### src/rtl/prog_loader.sv
// Serial program loader: assembles MSB-first words and writes them to instruction memory while holding the CPU; PROG_LOADER_PARITY_EN adds an odd-parity bit per word.
// Latency: wr_en rises one cycle after a word's last accepted bit; done pulses the cycle after the final write.
// Backpressure: ser_ready is high only in SHIFT, so the serial source stalls during WRITE, DONE and IDLE.
`timescale 1ns/1ps
module prog_loader #(
    parameter int NUM_WORDS = 16
) (
    input  logic       clk,
    input  logic       rst,
    input  logic       start,
    input  logic       ser_bit,
    input  logic       ser_valid,
    output logic       ser_ready,
    output logic [3:0] WR_ADDR,
    output logic [8:0] WR_DATA,
    output logic       wr_en,
    output logic       cpu_hold,
    output logic       done,
    output logic       parity_err
);

`ifdef PROG_LOADER_PARITY_EN
    localparam int WORD_BITS = 10;
`else
    localparam int WORD_BITS = 9;
`endif

    typedef enum logic [1:0] {ST_IDLE, ST_SHIFT, ST_WRITE, ST_DONE} state_t;

    state_t               state, state_nxt;
    logic [3:0]           addr_cnt;
    logic [3:0]           bit_cnt;
    logic [WORD_BITS-2:0] shreg;
    logic [WORD_BITS-1:0] word_nxt;
    logic                 accept;
    logic                 last_bit;
    logic                 last_addr;
    logic                 word_ok;

    assign accept    = (state == ST_SHIFT) && ser_valid;
    assign last_bit  = (bit_cnt == 4'(WORD_BITS - 1));
    assign last_addr = (addr_cnt == 4'(NUM_WORDS - 1));
    // The word as it will look once the current bit lands in bit 0.
    assign word_nxt  = {shreg, ser_bit};

`ifdef PROG_LOADER_PARITY_EN
    assign word_ok = ^word_nxt;
`else
    assign word_ok = 1'b1;
`endif

    assign ser_ready = (state == ST_SHIFT);
    assign wr_en     = (state == ST_WRITE);
    assign done      = (state == ST_DONE);
    assign cpu_hold  = (state != ST_IDLE);

    always_ff @(posedge clk or posedge rst) begin
        if (rst) begin
            state <= ST_IDLE;
        end else begin
            state <= state_nxt;
        end
    end

    always_comb begin
        state_nxt = state;
        case (state)
            ST_IDLE:  if (start) state_nxt = ST_SHIFT;
            ST_SHIFT: if (accept && last_bit && word_ok) state_nxt = ST_WRITE;
            ST_WRITE: state_nxt = last_addr ? ST_DONE : ST_SHIFT;
            ST_DONE:  state_nxt = ST_IDLE;
            default:  state_nxt = ST_IDLE;
        endcase
    end

    always_ff @(posedge clk or posedge rst) begin
        if (rst) begin
            addr_cnt <= '0;
            bit_cnt  <= '0;
            shreg    <= '0;
            WR_ADDR  <= '0;
            WR_DATA  <= '0;
        end else begin
            case (state)
                ST_IDLE: begin
                    if (start) begin
                        addr_cnt <= '0;
                        bit_cnt  <= '0;
                    end
                end
                ST_SHIFT: begin
                    if (accept) begin
                        shreg <= word_nxt[WORD_BITS-2:0];
                        if (last_bit) begin
                            // A parity failure only clears the bit count so the same word is resent.
                            bit_cnt <= '0;
                            if (word_ok) begin
                                WR_ADDR <= addr_cnt;
                                WR_DATA <= word_nxt[WORD_BITS-1 -: 9];
                            end
                        end else begin
                            bit_cnt <= bit_cnt + 4'd1;
                        end
                    end
                end
                ST_WRITE: begin
                    bit_cnt <= '0;
                    if (!last_addr) addr_cnt <= addr_cnt + 4'd1;
                end
                default: ;
            endcase
        end
    end

`ifdef PROG_LOADER_PARITY_EN
    always_ff @(posedge clk or posedge rst) begin
        if (rst) begin
            parity_err <= 1'b0;
        end else if (state == ST_IDLE && start) begin
            parity_err <= 1'b0;
        end else if (accept && last_bit && !word_ok) begin
            parity_err <= 1'b1;
        end
    end
`else
    assign parity_err = 1'b0;
`endif

endmodule

### config.mk
export PLATFORM = sky130hd
export DESIGN_NAME = prog_loader
export DESIGN_NICKNAME = d
export VERILOG_FILES = /design/src/rtl/prog_loader.sv
export SDC_FILE = /design/constraint.sdc
export NUM_CORES = 1
export LEC_CHECK = 0
export ABC_AREA = 1
export BUFFER_PORTS_ARGS = -buffer_cell sky130_fd_sc_hd__buf_4
export CORE_MARGIN = 1.5
export CORE_UTILIZATION = 49
export DETAILED_ROUTE_END_ITERATION = 10
export PLACE_DENSITY_LB_ADDON = 0.1
export SKIP_LAST_GASP = 1
export SYNTH_ARGS = -nofsm -noshare
export SYNTH_HDL_FRONTEND = slang
export SYNTH_SLANG_ARGS = --single-unit
export TNS_END_PERCENT = 100
### constraint.sdc
create_clock -name clk -period 1.3 [get_ports clk]
set_clock_uncertainty 0.1 [all_clocks]
set_input_delay 0.13 -clock clk [delete_from_list [all_inputs] [get_ports clk]]
set_output_delay 0.13 -clock clk [all_outputs]
set_load 0.05 [all_outputs]
-- Word level (Yosys, flattened, before mapping)
Cells that the tools add are included.
- memories kept: 0
- logic and storage cells: 38
- bits in writable memories: 0
- memory bits (read-only): 0
- input bits: 5
- register bits after elaboration: 31
- bits in latches: 0
- output and inout bits: 18
- multipliers: 0
- reduce and logical (&&, ||, !) cells: 11
- shift-type cells: 0
- add/subtract/negate cells: 2
- divide/modulo/power cells: 0
- bitwise gates (word level): 0
- magnitude comparators: 0
- equality and inequality tests: 9
- multiplexer cells: 10
- operator list (cell ; count):
    two-way mux 4 bit ; 4
    one-hot mux 4 bit (3 select lines) ; 1
    AND reduction 3 bit ; 3
    adder 4 x 1 -> 4 bit (second input constant) ; 2
    equality test 4 bit (second input constant) ; 2
    one-hot mux 2 bit (4 select lines) ; 1
    one-hot mux 4 bit (2 select lines) ; 1
    two-way mux 2 bit ; 3
    equality test 2 bit (second input constant) ; 2
    inequality test 2 x 1 -> 1 bit (second input constant) ; 2
    inequality test 2 bit (second input constant) ; 2
    AND reduction 2 bit ; 2
    nonzero test 2 bit ; 2
    nonzero test 3 bit ; 1
    equality test 2 x 1 -> 1 bit (second input constant) ; 1
    logical AND 1 bit ; 2
    logical NOT 2 bit ; 1

-- Logic depth before layout (Yosys ltp)
- depth after elaboration: 5
- mapped depth: 8

-- Worst setup path after synthesis
OpenSTA, ideal clock, no wires.
- path type: register -> register
- start point: register state[1]
- end point: register bit_cnt[3]
- slack: -0.110 ns
- arrival: 1.239 ns
- data required time: 1.129 ns
- period minus slack after synthesis: 1.410 ns
- cell stages (with the launch flop): 8
- path through: dfrtp_1 inv_1 nand2_2 inv_1 nand2_1 nand2_1 nand2_1 nor2_1
- cells in the longest elaborated chain, start to end: 4
- elaborated cells between the ends (all ways): 9
- classes of those cells: eq/ne (4); mux (1); reduce/logical (4)
- ends and longest elaborated chain (element ; RTL line ; RTL):
    start, declared ; 30 ; state_t state, state_nxt;
    start signal, assigned ; 61 ; state <= state_nxt;
    equality test 2 x 1 -> 1 bit (*) ; n/a ;
    named net ser_ready ; 13 ; output logic ser_ready,
    logical AND 1 bit ; 40 ; assign accept = (state == ST_SHIFT) && ser_valid;
    inequality test 2 x 1 -> 1 bit (no line) ; n/a ;
    AND reduction 3 bit (no line) ; n/a ;
    end signal, assigned ; 102 ; bit_cnt <= bit_cnt + 4'd1;
    end, declared ; 32 ; logic [3:0] bit_cnt;
Mark *: on every way through the listed nets, which the timed path passes. The rest lies on a longest branch.
A chain may end at the register's enable or synchronous reset.

-- Worst setup path after layout
- start point: register state[1]
- end point: register WR_ADDR[3]
- cells in the longest elaborated chain, start to end: 3
- ends and longest elaborated chain (element ; RTL line ; RTL):
    equality test 2 x 1 -> 1 bit (*) ; 40, 84 ;
    logical AND 1 bit ; 40 ;
    AND reduction 3 bit (no line) (*) ; n/a ;
    end signal, assigned ; 98 ; WR_ADDR <= addr_cnt;
    end, declared ; 14 ; output logic [3:0] WR_ADDR,
Every way passes the cells marked *; elsewhere a longest branch is shown, timed or not.

==> run summary <==
Status: complete, but fails checks
Failing checks: negative setup slack
Synthesized Nets: 169
Cell Chain, Critical Path: inv_2 > nand2_4 > buf_12 > nor2_8 > nand2_8 > buf_6 > inv_8 > nand2_1 > nand2_1
P per Cell Area: 2170 nW/µm²
Drt pass-1 iters: 4
Max IR drop VDD: 0.00167 V
Static Leak: 0.00105 µW
Netlist Area Pre-Place: 1440 µm²
Yosys reg bits: 31
DR WL/cell: 12.7 µm
Vias per cell: 4.95
Sequential share of the synthesized area: 54.1%
Worst Path Buf+Inv: 4
Min Hold Slack: 0.158 ns
Setup crit start kind: register
Layout cell share with drive strength beyond 1: 46.9%
Synth Warn #: 0
Grt total ovfl: 0
Net Sw Frac: 45.6%
Fill count: 201
Initial drt markers: 50
Final worst setup slack: -0.154 ns
Crit-path most repeated cell: nand2_1
Synthesized area per cell: 8.91 µm²
Sequential share of power: 34.9%
Fmax: 688 MHz
Synth Instances: 161
RSZ-0062 raised after global routing: yes
Tightest Hold Check Type: input port to register
Detailed Route WL: 3050 µm
Post-synthesis cell type count: 19
Final hold vios: 0
Ports: 23
Crit path capture type: register
Synth top area share: 54.1%
Antenna cells: 0
Multi-input gate area: 676 µm²
P_int: 2460 µW
Power share of the combinational group: 53.4%
CTS sink count: 31
Fin crit share: 112%
Post-route antenna net violation count: 0
Worst EP arrival: 1.62 ns
Yosys top cell by area: dfrtp_1
H-tree Lvls: 2
Slowest stage cell, crit path: dfrtp_1
Clock power share: 11.8%
Die ar.: 3260 µm²
Maximum fanout along the worst path: 5
Fraction of registers with async set/reset: 100%
Post-route setup TNS: -2.50 ns
Total number of vias: 1,187
Critical path required time: 1.47 ns
Clock Latency Late Sink: 0.33 ns
Total power: 4530 µW
Util after Layout: 75.7%
Total core area: 2760 µm²
# rows: 19
Total GRT Usage: 20.5%
Die width: 57.1 µm
Bufs on Longest Clock Path: 2
Placer congestion estimate: 0.806
Finish-stage setup viols: 28
Number of CTS-inserted buffers: 5
Slowest stage delay, CP: 0.43 ns
Root Driver: clkbuf_4
Top cells by area, synth: dfrtp_1, nand2_1, inv_1
Dpl hpwl: 1940 µm
Clk slew on worst S/H paths: 0.09 ns
Final net count: 216
Initial Util: 52.0%
Post-layout minimum cycle time: 1.45 ns
CP Class: register to register
Crit-path leading delay family: buffers and inverters
Final Slew Violations: 0
Largest net degree at the start of global routing: 32
Synth-to-Final Area Change: 45.4%
Main synth FF type: dfrtp_1
Register area: 777 µm²
Number of global-route vias before repair: 1,187
Max-cap viol count: 0
EDFF count, synth: 0
Port-buffer cells: 21
Switching pwr: 2070 µW
CTS tree: done
Initial antenna violation count: 0
First-pass GRT wire length: 4990 µm
Remaining DRCs: 0
DIE HEIGHT: 57.1 µm
[cells by family (layout without fill, tap and decap cells)]
kind of cell,count (synthesis),count (layout),synth area share (%)
AOI/OAI and AO/OA,25,25,11.2
xor gates and xnor gates,3,3,1.83
adders and majority gates,3,3,2.62
buffers and inverters,31,79,9.68
DFF,31,31,54.1
other,1,1,0.261
and+or+nand+nor,67,67,20.4
[through the flow]
stage	std cells	area [µm²]	setup WS, ns
2_1_floorplan	161	1470	-0.0192
3_3_place_gp	221	1730	-0.00631
3_5_place_dp	221	1730	-0.0743
4_1_cts	237	1980	-0.148
5_1_grt	240	2090	-0.218
6_report	240	2090	-0.154
[worst reg2reg max path, cell delays in order, from the launching register on]
cell     delay (ns)
dfrtp_1        0.43
inv_2          0.10
nand2_4        0.08
buf_12         0.14
nor2_8         0.12
nand2_8        0.09
buf_6          0.14
inv_8          0.07
nand2_1        0.06
nand2_1        0.08
[final cells by class]
class | instances | share of cell area [%]
clock buffer | 7 | 2.16
clock inverter | 1 | 0.240
inverter | 27 | 5.58
multi-input combinational | 99 | 32.4
sequential | 31 | 37.2
tap | 31 | 1.86
timing repair buffer | 44 | 20.6
[synthesized netlist by cell type (2+ instances only)]
library cell  count
nand2_2           2
nor2_1            5
nand3_1           8
buf_4             2
ha_1              3
o21ai_0          14
buf_6             2
nand2_1          49
xor2_1            2
o21ai_2           9
dfrtp_1          31
inv_1            27
[placed cells by master, fill, tap and decap left out, types with 5 or more instances in the layout]
cell / synthesis / final
o21ai_2: 9 / 10
dfrtp_1: 31 / 30
nand2_1: 49 / 30
clkbuf_4: 0 / 5
inv_1: 27 / 17
nand2_2: 2 / 11
buf_4: 2 / 29
nor2_1: 5 / 5
o21ai_0: 14 / 10
buf_6: 2 / 7
nand2_4: 1 / 10
nand3_1: 8 / 6
inv_2: 0 / 7
[registers in the layout (all words and copies together), names as in the netlist]
| signal | flops |
|---|---|
| shreg | 8 |
| WR_ADDR | 4 |
| WR_DATA | 9 |
| addr_cnt | 4 |
| state | 2 |
| bit_cnt | 4 |
[path summary, 6_finish.rpt]
path / from / endpoint / cells past startpoint / slack (ns)
hold / removal: start / state[0] / 5 / 0.16
max in group asynchronous: rst / state[0] / 4 / 0.47
min in group asynchronous: rst / WR_DATA[7] / 4 / 0.32
setup / recovery: state[1] / WR_ADDR[3] / 9 / -0.15
hold reg to reg: shreg[4] / shreg[5] / 2 / 0.38
setup reg to reg: state[1] / WR_ADDR[3] / 9 / -0.15
[power groups by stage]
stage          combinational [µW]  clock (µW)  sequential (µW)
2_1_floorplan                 893           0             1990
3_3_place_gp                 1900           0             1520
3_5_place_dp                 1950           0             1530
4_1_cts                      2220         547             1570
5_1_grt                      2620         594             1630
6_report                     2420         533             1580
[per-layer routing]
layer	GRT usage (%)	up-vias	share of wire (%)
met5	0	-	0
met4	9.63	0	0.85
met1	25.9	563	45
met3	7.03	6	3.7
li1	-	591	-
met2	31.9	27	50
[repair_timing]
item / CTS / global route
pin swaps: 8 / 8
setup buffers: 5 / 3
setup endpoints to repair: 21 / 31
hold endpoints to repair: 33 / 0
gates resized for setup: 39 / 21
hold buffers: 2 / 0
gates cloned: 1 / 0
(Power assumes the default switching activity.)
